--- config.mk ---
export PLATFORM = sky130hd
export DESIGN_NAME = booth_mul_arbiter_flat
export DESIGN_NICKNAME = d
export VERILOG_FILES = /design/src/rtl/booth_mul_arbiter_if.sv /design/src/rtl/booth_mul_arbiter.sv /design/src/flat_wrapper.sv
export SDC_FILE = /design/constraint.sdc
export NUM_CORES = 1
export LEC_CHECK = 0
export ABC_AREA = 1
export CAP_MARGIN = 20
export CELL_PAD_IN_SITES_DETAIL_PLACEMENT = 0
export CELL_PAD_IN_SITES_GLOBAL_PLACEMENT = 1
export CORE_MARGIN = 2
export CORE_UTILIZATION = 31
export DETAILED_ROUTE_END_ITERATION = 16
export PLACE_DENSITY_LB_ADDON = 0.1
export SLEW_MARGIN = 5
export SYNTH_ARGS = -nofsm -noshare
export SYNTH_HDL_FRONTEND = slang
export SYNTH_SLANG_ARGS = --single-unit
--- constraint.sdc ---
create_clock -name clk -period 2.76 [get_ports clk]
set_clock_uncertainty 0.2 [all_clocks]
set_input_delay 0.552 -clock clk [delete_from_list [all_inputs] [get_ports clk]]
set_output_delay 0.552 -clock clk [all_outputs]
set_load 0.05 [all_outputs]
--- src/rtl/booth_mul_arbiter_if.sv ---
// Requester and multiplier signals of the Booth multiplier arbiter, bundled for port hookup.
// slave is the arbiter side; master is the requesters plus the multiplier.
interface booth_mul_arbiter_if #(
  parameter int unsigned NREQ = 4,
  parameter int unsigned W    = 8
) ();

  logic [NREQ-1:0]   req;
  logic [NREQ*W-1:0] req_x;
  logic [NREQ*W-1:0] req_y;
  logic [NREQ-1:0]   ack;
  logic [NREQ-1:0]   done;
  logic [2*W-1:0]    result;
  logic              err;
  logic              busy;
  logic              mul_start;
  logic [W-1:0]      mul_x;
  logic [W-1:0]      mul_y;
  logic              mul_valid;
  logic [2*W-1:0]    mul_z;
  logic              mul_rst_n;

  modport slave (
    input  req, req_x, req_y, mul_valid, mul_z,
    output ack, done, result, err, busy, mul_start, mul_x, mul_y, mul_rst_n
  );

  modport master (
    output req, req_x, req_y, mul_valid, mul_z,
    input  ack, done, result, err, busy, mul_start, mul_x, mul_y, mul_rst_n
  );

endinterface

--- src/rtl/booth_mul_arbiter.sv ---
// Round-robin arbiter that shares one signed Booth multiplier among NREQ requesters,
// with a watchdog that aborts a multiplication that never reports valid.
module booth_mul_arbiter #(
  parameter int unsigned NREQ    = 4,
  parameter int unsigned W       = 8,
  parameter int unsigned TIMEOUT = 15
) (
  input logic                clk,
  input logic                rst,
  booth_mul_arbiter_if.slave bus
);

  localparam int unsigned IdxW = (NREQ > 1) ? $clog2(NREQ) : 1;
  localparam int unsigned TmrW = $clog2(TIMEOUT + 1);

  typedef enum logic [1:0] {StIdle, StIssue, StWait, StResp} state_e;

  state_e              state_q;
  logic [IdxW-1:0]     ptr_q;
  logic [IdxW-1:0]     owner_q;
  logic [TmrW-1:0]     timer_q;
  logic [NREQ-1:0]     ack_q;
  logic [NREQ-1:0]     done_q;
  logic [2*W-1:0]      result_q;
  logic                err_q;
  logic                busy_q;
  logic                mul_start_q;
  logic [W-1:0]        mul_x_q;
  logic [W-1:0]        mul_y_q;

  logic                found;
  logic [IdxW-1:0]     pick;
  logic [IdxW:0]       sum;
  logic [IdxW-1:0]     idx;
  logic [W-1:0]        sel_x;
  logic [W-1:0]        sel_y;
  logic [IdxW-1:0]     ptr_next;

  function automatic logic [NREQ-1:0] onehot(input logic [IdxW-1:0] i);
    logic [NREQ-1:0] one;
    one = {{(NREQ-1){1'b0}}, 1'b1};
    return one << i;
  endfunction

  // First requester at or after ptr_q, wrapping modulo NREQ.
  always_comb begin
    found = 1'b0;
    pick  = '0;
    sum   = '0;
    idx   = '0;
    for (int unsigned k = 0; k < NREQ; k++) begin
      sum = (IdxW+1)'(ptr_q) + (IdxW+1)'(k);
      if (sum >= (IdxW+1)'(NREQ)) begin
        sum = sum - (IdxW+1)'(NREQ);
      end
      idx = sum[IdxW-1:0];
      if (!found && bus.req[idx]) begin
        found = 1'b1;
        pick  = idx;
      end
    end
  end

  always_comb begin
    sel_x = bus.req_x[int'(pick)*W +: W];
    sel_y = bus.req_y[int'(pick)*W +: W];
  end

  always_comb begin
    ptr_next = (owner_q == IdxW'(NREQ - 1)) ? '0 : owner_q + 1'b1;
  end

  always_ff @(posedge clk) begin
    if (rst) begin
      state_q     <= StIdle;
      ptr_q       <= '0;
      owner_q     <= '0;
      timer_q     <= '0;
      ack_q       <= '0;
      done_q      <= '0;
      result_q    <= '0;
      err_q       <= 1'b0;
      busy_q      <= 1'b0;
      mul_start_q <= 1'b0;
      mul_x_q     <= '0;
      mul_y_q     <= '0;
    end else begin
      ack_q       <= '0;
      done_q      <= '0;
      mul_start_q <= 1'b0;
      unique case (state_q)
        StIdle: begin
          if (found) begin
            owner_q     <= pick;
            mul_x_q     <= sel_x;
            mul_y_q     <= sel_y;
            ack_q       <= onehot(pick);
            mul_start_q <= 1'b1;
            busy_q      <= 1'b1;
            state_q     <= StIssue;
          end
        end
        StIssue: begin
          timer_q <= '0;
          state_q <= StWait;
        end
        StWait: begin
          // A valid landing on the timeout cycle still delivers the product.
          if (bus.mul_valid) begin
            result_q <= bus.mul_z;
            err_q    <= 1'b0;
            done_q   <= onehot(owner_q);
            state_q  <= StResp;
          end else if (timer_q == TmrW'(TIMEOUT - 1)) begin
            result_q <= '0;
            err_q    <= 1'b1;
            done_q   <= onehot(owner_q);
            state_q  <= StResp;
          end else begin
            timer_q <= timer_q + 1'b1;
          end
        end
        StResp: begin
          ptr_q   <= ptr_next;
          busy_q  <= 1'b0;
          state_q <= StIdle;
        end
        default: state_q <= StIdle;
      endcase
    end
  end

  assign bus.ack       = ack_q;
  assign bus.done      = done_q;
  assign bus.result    = result_q;
  assign bus.err       = err_q;
  assign bus.busy      = busy_q;
  assign bus.mul_start = mul_start_q;
  assign bus.mul_x     = mul_x_q;
  assign bus.mul_y     = mul_y_q;
  assign bus.mul_rst_n = ~rst;

endmodule

--- src/flat_wrapper.sv ---
// flat-port wrapper written by rule: the top's interface ports become plain ports
module booth_mul_arbiter_flat 
#(
  parameter int unsigned NREQ    = 4,
  parameter int unsigned W       = 8,
  parameter int unsigned TIMEOUT = 15
)
  (clk, rst, bus_req, bus_req_x, bus_req_y, bus_mul_valid, bus_mul_z, bus_ack, bus_done, bus_result, bus_err, bus_busy, bus_mul_start, bus_mul_x, bus_mul_y, bus_mul_rst_n);
  booth_mul_arbiter_if #(.NREQ(NREQ), .W(W)) bus_i ();
  input logic clk;
  input logic rst;
  input wire logic [$bits(bus_i.req)-1:0] bus_req;
  input wire logic [$bits(bus_i.req_x)-1:0] bus_req_x;
  input wire logic [$bits(bus_i.req_y)-1:0] bus_req_y;
  input wire logic [$bits(bus_i.mul_valid)-1:0] bus_mul_valid;
  input wire logic [$bits(bus_i.mul_z)-1:0] bus_mul_z;
  output wire logic [$bits(bus_i.ack)-1:0] bus_ack;
  output wire logic [$bits(bus_i.done)-1:0] bus_done;
  output wire logic [$bits(bus_i.result)-1:0] bus_result;
  output wire logic [$bits(bus_i.err)-1:0] bus_err;
  output wire logic [$bits(bus_i.busy)-1:0] bus_busy;
  output wire logic [$bits(bus_i.mul_start)-1:0] bus_mul_start;
  output wire logic [$bits(bus_i.mul_x)-1:0] bus_mul_x;
  output wire logic [$bits(bus_i.mul_y)-1:0] bus_mul_y;
  output wire logic [$bits(bus_i.mul_rst_n)-1:0] bus_mul_rst_n;
  assign bus_i.req = bus_req;
  assign bus_i.req_x = bus_req_x;
  assign bus_i.req_y = bus_req_y;
  assign bus_i.mul_valid = bus_mul_valid;
  assign bus_i.mul_z = bus_mul_z;
  assign bus_ack = bus_i.ack;
  assign bus_done = bus_i.done;
  assign bus_result = bus_i.result;
  assign bus_err = bus_i.err;
  assign bus_busy = bus_i.busy;
  assign bus_mul_start = bus_i.mul_start;
  assign bus_mul_x = bus_i.mul_x;
  assign bus_mul_y = bus_i.mul_y;
  assign bus_mul_rst_n = bus_i.mul_rst_n;
  booth_mul_arbiter #(.NREQ(NREQ), .W(W), .TIMEOUT(TIMEOUT)) u_core (.clk(clk), .rst(rst), .bus(bus_i));
endmodule
# Yosys cells after proc, flatten, opt, wreduce, memory -nomap -nowiden
# Cells that the tools add are included.
# totals
regBits	53
input_bits	87
out_inout_bits	44
wordCells	101
# op_classes
n_addsub	9
magnitude_cmp	8
n_eq_ne	9
shift	4
muxes	37
bitwise_logic	4
n_reduce_logical	18
# op_table
op	count
$shiftx A32 B6 Y8	2
$mux W16	2
$mux W2	12
$mux W4	4
$lt A2 B3 Y1 const B	4
$mux W1	12
$ge A3 B3 Y1 const B	3
$bmux W1 S2	4
$pmux W2 S4	1
$pmux W4 S2	1
$reduce_and A2 Y1	4
$shl A1 B2 Y4 const A	2
$sub A2 B1 Y2 const B	4
$add A2 B2 Y3 const B	2
$eq A2 B2 Y1 const B	3
$reduce_bool A2 Y1	3
$add A4 B1 Y4 const B	1
$eq A4 B4 Y1 const B	1
$ne A2 B2 Y1 const B	2
$not A1 Y1	4
$reduce_or A2 Y1	2
$add A2 B1 Y3 const B	1
$ge A2 B3 Y1 const B	1
$logic_and A1 B1 Y1	3
other kinds (9)	11

# Depth between registers and ports, before layout
# Gate-level depths: netlist of run 1.
# logic_depth
word_depth	16
mapped_depth	16
ltp_nobuf	14

# Least setup slack after synthesis of run 1
# Ideal clock, no wire load.
# synth_path
kind	input-to-reg
start	input port bus_req[3]
end	register u_core.mul_x_q[7], in the netlist u_core.bus.mul_x[7]
setup_ps	109
t_arrival_ps	1682
required_time_ps	2451
path_slack_ps	769
cell_stages	13
n_path_buf	1
cell_sequence	inv_1 nand2_1 nand3_1 nand2_1 nor2_4 nand3_4 nand3_2 buf_4 nand2_1 nand3_2 nand3_1 nand2_1 inv_1
# synth_via
elab_chain_len	13
elab_cells_between_ends	24
cone_classes	shift (1); mux (16); reduce/logical (7)
# synth_lines
item	line	source
from (decl)	flat_wrapper.sv:12	input wire logic [$bits(bus_i.req)-1:0] bus_req;
$bmux W1 S2	booth_mul_arbiter.sv:57	if (!found && bus.req[idx]) begin
$mux W1 (implied by the code)	booth_mul_arbiter.sv:57	
$mux W1	booth_mul_arbiter.sv:57	
$logic_not A1 Y1	booth_mul_arbiter.sv:57	
$logic_and A1 B1 Y1	booth_mul_arbiter.sv:57	
$mux W1	booth_mul_arbiter.sv:57	
$logic_not A1 Y1	booth_mul_arbiter.sv:57	
$logic_and A1 B1 Y1	booth_mul_arbiter.sv:57	
$mux W1	booth_mul_arbiter.sv:57	
$logic_not A1 Y1	booth_mul_arbiter.sv:57	
$logic_and A1 B1 Y1	booth_mul_arbiter.sv:57	
$mux W2 or $mux W1 (tied branches)	booth_mul_arbiter.sv:57	
$shiftx A32 B6 Y8 or $reduce_and A2 Y1 (tied branches)	n/a	
to (signal assigned)	booth_mul_arbiter.sv:95	mul_x_q <= sel_x;
to (decl)	booth_mul_arbiter.sv:28	logic [W-1:0] mul_x_q;
# Several ways; a longest one is shown, not always the timed one. The select of a mux whose other input is x is not followed.
# A chain may end at the register's enable or synchronous reset.

# Worst setup path after layout of run 1
# layout_path
start	input port bus_req[3]
end	register u_core.mul_x_q[5], in the netlist u_core.bus.mul_x[5]
# Same word-level chain as after synthesis.

==> metrics.md, run 1 <==
| Metric | Value |
|---|---|
| Status | `finished, final reports clean` |
| Count leader, synth | `nand2_1` |
| Largest cells by area after synthesis | `dfxtp_1 (33%), nand2_1 (15%), inv_1 (12%)` |
| Largest net degree at the start of global routing | `39` |
| Synth Instances | `508` |
| Seq cells post-synth | `53` |
| RSZ-0062 raised after global routing | `no` |
| Slew Viols, Final | `0` |
| Clk network pwr share | `10.7%` |
| Max_cap viols | `0` |
| Synthesized area | `3230 sq um` |
| Syn nets | `605` |
| Worst slew pin tran | `0.548 ns` |
| Initial antenna violation count | `0` |
| Internal power | `2.09 mW` |
| Final min period | `roughly 2.4 ns` |
| Placer Congestion | `0.857` |
| I/O Pins | `131` |
| Worst-path fanout max | `17` |
| Rel. slew slack | `between 60% and 70%` |
| Peak supply drop | `0.561 mV` |
| Post-synth EDFFs | `0` |
| Worst path arrival time | `2.43 ns` |
| Fraction of registers with async set/reset | `0%` |
| Final wirelength | `between 9000 and 10000 microns` |
| Seq pwr share | `25.3%` |
| Die width | `roughly 110 microns` |
| Core area | `10200 sq um` |
| Synth area leader | `dfxtp_1` |
| Top cell type's share of synthesized area | `between 30% and 40%` |
| Worst-path cell chain | `clkdlybuf4s50_1, inv_1, nand2_1, nand3_1, nand2_1, nor2_4, nand3_1, nand3_1, nand2_4, inv_4, nand3_1, nand3_1, nand2_1, inv_1` |
| WL/cell | `12.6 microns` |
| Postcts setup bufs | `0` |
| First-pass GRT wire length | `16400 microns` |
| CP endpoint kind | `flop` |
| Setup_tns | `0 ns` |
| Number of port buffers | `130` |
| Sequential share of the synthesized area | `~33%` |
| Post-Syn Area per Cell | `6.35 sq um` |
| Max Clock Freq | `between 400 and 500 MHz` |
| Layout cells sized above 1 | `6.18%` |
| HPWL after DPL | `7300 microns` |
| Post-route cell area | `4760 sq um` |
| Switching share of total power | `50.5%` |
| WP data required | `2.82 ns` |
| TritonCTS clock tree | `built` |
| Post-synth cell types | `32` |
| Post-cts sizing count | `0` |
| Vias | `about 3500` |
| Fin nets | `727` |
| Global route overflow | `0` |
| CTS Hold Bufs | `0` |
| CTS Buffer Depth | `2` |
| # DRC | `0` |
| Clock root buffer | `clkbuf_8` |
| Final period utilization | `85.7%` |
| Finished Core Util | `between 40% and 50%` |
| Critical Path Start Type | `primary input` |
| Main synth FF type | `dfxtp_1` |
| Hold Crit Class | `reg2reg` |
| Total net switching power | `2.13 mW` |
| Slowest-stage cell, CP | `clkdlybuf4s50_1` |
| Most frequent CP cell | `nand3_1` |
| Worst skew pair latency | `~0.31 ns` |
| Drt first pass iters | `4` |
| CP Class | `in2reg` |
| Slowest stage delay, CP | `roughly 0.42 ns` |
| Number of global-route vias before repair | `3446` |
| Final hold viol count | `0` |
| Row count | `37` |
| Clk sinks | `53` |
| Leakage | `2.30 nW` |
| Placed Area | `4680 sq um` |
| H-tree levels | `2` |
| Yosys Warn Count | `0` |
| Count of final setup violators | `0` |
| Layout overhead on the synthesized area | `47.6%` |
| Top cells by count, synth | `nand2_1 (131), inv_1 (104), dfxtp_1 (53)` |
| CTS clk-pin slew, worst paths | `0.10 ns` |
| DIE AREA | `11200 sq um` |
| Initial Util | `31.6%` |
| Starting DRC count in detailed routing | `113` |
| N_diodes | `0` |
| Routed Antenna Nets | `0` |
| Pwr/cell area | `between 800 and 900 nW/um^2` |
| Combinational Power Share | `between 60% and 70%` |
| GRT Resource Usage Total | `between 10% and 20%` |
| Die Y | `106 microns` |
| Total CTS buffers | `5` |
| Vias per std cell | `between 4 and 5` |
==> through the flow <==
stage	setup slack, ns	power [mW]	hold slack [ns]	std cells
finish	0.396	4.21	0.266	767
global route	0.133	4.61	0.291	767
detailed placement	0.0586	3.81	0.253	759
CTS	0.389	4.28	0.269	767
global placement	0.106	3.78	0.250	759
floorplan	0.769	2.97	0.272	508
==> power by group through the flow <==
stage	clock [mW]	sequential [mW]	combinational, mW
after global placement	0	1.08	2.70
final	0.450	1.06	2.70
after floorplan	0	1.56	1.40
after detailed placement	0	1.08	2.73
after global routing	0.511	1.09	3.01
after CTS	0.473	1.07	2.74
==> critical path: cells and delay by family <==
family,cells,cell delay [ns]
buf+inv,4,0.77
simple gates,10,1.10
==> worst paths after layout <==
path	start	end	slack [ns]	depth (start not counted)
min	u_core.bus.result[9]	u_core.bus.result[9]	0.27	2
min reg2reg	u_core.bus.result[9]	u_core.bus.result[9]	0.27	2
max reg2reg	u_core.ptr_q[0]	u_core.bus.mul_x[5]	0.44	14
max	bus_req[3]	u_core.bus.mul_x[5]	0.40	14
==> kinds of logic after synthesis <==
family / synth area share (%)
and+or+nand+nor: 40.3
buffers and inverters: 17.0
DFF: 32.9
AOI/OAI and AO/OA: 5.66
adders and majority gates: 3.88
xor gates and xnor gates: 0.271
==> layout by cell type (no fill, tap or decap), types with 2 or more instances in the layout <==
cell,instances
nand3_1,47
nor3_1,3
nand2_2,4
inv_6,2
nand2_1,131
nor2_1,44
nand4_1,33
buf_4,6
nand3_2,11
o21ai_0,6
inv_1,104
a211oi_1,2
clkdlybuf4s50_1,129
dfxtp_1,53
clkbuf_8,5
ha_1,10
buf_12,4
a21oi_1,23
==> area by class of cell <==
cell class | count | area (sq um)
Multi-Input combinational cell | 323 | 1620
Tap cell | 136 | 170
Sequential cell | 53 | 1060
Fill cell | 1110 | 5470
Clock inverter | 2 | 13.8
Clock buffer | 6 | 72.6
Inverter | 108 | 413
Timing Repair Buffer | 139 | 1420
==> sequential cells by signal, indices dropped and copies added (netlist names) <==
register	count
u_core.owner_q	2
u_core.bus.done	4
u_core.bus.err	1
u_core.bus.mul_start	1
u_core.bus.mul_x	8
u_core.bus.result	16
u_core.state_q	2
u_core.timer_q	4
u_core.bus.busy	1
u_core.bus.mul_y	8
u_core.bus.ack	4
u_core.ptr_q	2
==> layer usage <==
metal	wire length [microns]	global-route usage, %	vias to the layer above
met2	4580	30.2	82
met4	204	5.45	0
met5	0	0	-
met1	4450	23.0	1589
li1	-	-	1813
met3	409	3.13	17
Note: power is estimated with default switching activity, not from simulation.
==> run 2, diff against run 1 <==
--- a/config.mk
+++ b/config.mk
@@ -13,6 +13,7 @@
 export CORE_UTILIZATION = 31
 export DETAILED_ROUTE_END_ITERATION = 16
 export PLACE_DENSITY_LB_ADDON = 0.1
+export SKIP_LAST_GASP = 1
 export SLEW_MARGIN = 5
 export SYNTH_ARGS = -nofsm -noshare
 export SYNTH_HDL_FRONTEND = slang
==> results of run 2 <==
No change in the layout: final DEF, timing and power equal those of run 1.
==> run 3, diff against run 2 <==
--- a/config.mk
+++ b/config.mk
@@ -12,7 +12,8 @@
 export CORE_MARGIN = 2
 export CORE_UTILIZATION = 31
 export DETAILED_ROUTE_END_ITERATION = 16
-export PLACE_DENSITY_LB_ADDON = 0.1
+export PLACE_DENSITY = 0.82
+export SKIP_CTS_REPAIR_TIMING = 1
 export SKIP_LAST_GASP = 1
 export SLEW_MARGIN = 5
 export SYNTH_ARGS = -nofsm -noshare
==> metrics.md, run 3 (synthesis results as in run 1) <==
| Metric | Value |
|---|---|
| Initial antenna violation count | `0 (unchanged)` |
| Routed met3 length | `593 microns (+45%)` |
| CTS clk-pin slew, worst paths | `0.10 ns (about the same)` |
| Commonest non-fill, non-tap cells in the layout | `nand2_1 (131), clkdlybuf4s50_1 (128), inv_1 (104)` |
| # DRC | `0 (unchanged)` |
| Largest net degree at the start of global routing | `39 (unchanged)` |
| Number of global-route vias before repair | `3363 (-2.4%)` |
| Total CTS buffers | `5 (unchanged)` |
| Clock root buffer | `clkbuf_8` |
| Core area | `10200 sq um (unchanged)` |
| Layout overhead on the synthesized area | `47.7% (about the same)` |
| Worst Hold Path Cells | `2 (unchanged)` |
| Routed Antenna Nets | `0 (unchanged)` |
| H-tree levels | `2 (unchanged)` |
| GRT Resource Usage Total | `15.8% (-2.0 points)` |
| Placer Congestion | `0.838 (-2.2%)` |
| First-pass GRT wire length | `14800 microns (-9.4%)` |
| Worst path arrival time | `2.43 ns (about the same)` |
| Worst-path fanout max | `17 (unchanged)` |
| Slew Viols, Final | `0 (unchanged)` |
| DIE AREA | `11200 sq um (unchanged)` |
| Hold Crit Class | `reg2reg` |
| TritonCTS clock tree | `built` |
| Rel. slew slack | `63.2% (-0.16 points)` |
| Starting DRC count in detailed routing | `196 (+73%)` |
| Worst skew pair latency | `0.30 ns (about the same)` |
| CTS Buffer Depth | `2 (unchanged)` |
| Final wirelength | `8870 microns (-8.0%)` |
| Highest routed layer | `met4` |
| Setup_tns | `0 ns (unchanged)` |
| CP Class | `in2reg` |
| HPWL after DPL | `6680 microns (-8.4%)` |
| Most frequent CP cell | `nand3_1` |
| Fin nets | `726 (-0.14%)` |
| Initial Util | `31.6% (unchanged)` |
| Reg2reg setup slack | `0.40 ns (-0.04 ns)` |
| Post-Route M1 WL | `3900 microns (-12%)` |
| Pwr/cell area | `884 nW/um^2 (about the same)` |
| Count of final setup violators | `0 (unchanged)` |
| Max Clock Freq | `421 MHz (-0.45%)` |
| Critical Path Start Type | `primary input` |
| Final period utilization | `86.0% (+0.39 points)` |
| Max reg flops | `16 (unchanged)` |
| Final min period | `2.37 ns (+0.0107 ns)` |
| Number of port buffers | `130 (unchanged)` |
| Layout cells sized above 1 | `6.35% (+0.17 points)` |
| CP endpoint kind | `flop` |
| Most common cell after layout, fill and taps aside | `nand2_1` |
| Worst slew pin tran | `0.551 ns (+0.00243 ns)` |
| RSZ-0062 raised after global routing | `no` |
| Peak supply drop | `0.338 mV (-40%)` |
| Final hold viol count | `0 (unchanged)` |
| WL/cell | `11.6 microns (-7.9%)` |
| Drt first pass iters | `7 (+3)` |
| Vias per std cell | `4.48 (-2.0%)` |
| Slowest stage delay, CP | `0.42 ns (about the same)` |
| Clk sinks | `53 (unchanged)` |
| N_diodes | `0 (unchanged)` |
| Row count | `37 (unchanged)` |
| Status | `finished, final reports clean` |
| Global route overflow | `0 (unchanged)` |
| Slowest-stage cell, CP | `clkdlybuf4s50_1` |
| WP data required | `2.81 ns (about the same)` |
| Vias | `3428 (-2.1%)` |
| Die Y | `106 microns (unchanged)` |
| Met2 routed WL | `4270 microns (-6.6%)` |
| R2R depth | `14 (unchanged)` |
| Worst-path cell chain | `clkdlybuf4s50_1, inv_1, nand2_1, nand3_1, nand2_1, nor2_4, nand3_1, nand3_1, nand2_4, inv_4, nand3_1, nand3_1, nand2_1, inv_1` |
| Die width | `106 microns (unchanged)` |
| Final hold slack | `0.267 ns (+0.000915 ns)` |
| I/O Pins | `131 (unchanged)` |
| Leakage | `2.30 nW (+0.27%)` |
| Max_cap viols | `0 (unchanged)` |
run 3: cell type report:
class                           instances  area, sq um
Timing Repair Buffer                  138         1400
Multi-Input combinational cell        323         1620
Inverter                              108          413
Sequential cell                        53         1060
Fill cell                            1047         5460
Tap cell                              136          170
Clock buffer                            7         96.3
Clock inverter                          1         5.00
run 3: layer usage:
layer,vias to the layer above,global-route usage (%)
met5,-,0
met4,0,4.14
li1,1809,-
met1,1496,18.9
met3,12,2.88
met2,111,28.8
run 3: power by group:
group	leakage [nW]	switching [mW]	internal, mW
clock network	0.0542	0.253	0.227
logic	1.81	1.71	0.954
registers	0.434	0.119	0.951
run 3: final timing paths:
| check | startpoint | to |
|---|---|---|
| max | bus_req[3] | u_core.bus.mul_x[0] |
| min reg2reg | u_core.bus.result[4] | u_core.bus.result[4] |
| min | u_core.bus.result[4] | u_core.bus.result[4] |
| max reg2reg | u_core.ptr_q[0] | u_core.bus.mul_x[0] |
run 3: worst max-delay path: cells and delay by family:
kind,cells,cell delay (ns)
AND/OR/NAND/NOR,10,1.09
buffers and inverters,4,0.76
run 3: metrics by stage:
stage	power [mW]	setup WS (ns)	instance area [sq um]	utilization, %	cells
floorplan	2.97	0.769	3230	-	508
global placement	3.72	0.101	4670	45.6	758
detailed placement	3.77	0.0868	4670	45.6	758
CTS	4.27	0.397	4770	46.6	766
global route	4.58	0.160	4770	46.6	766
finish	4.21	0.385	4770	46.6	766
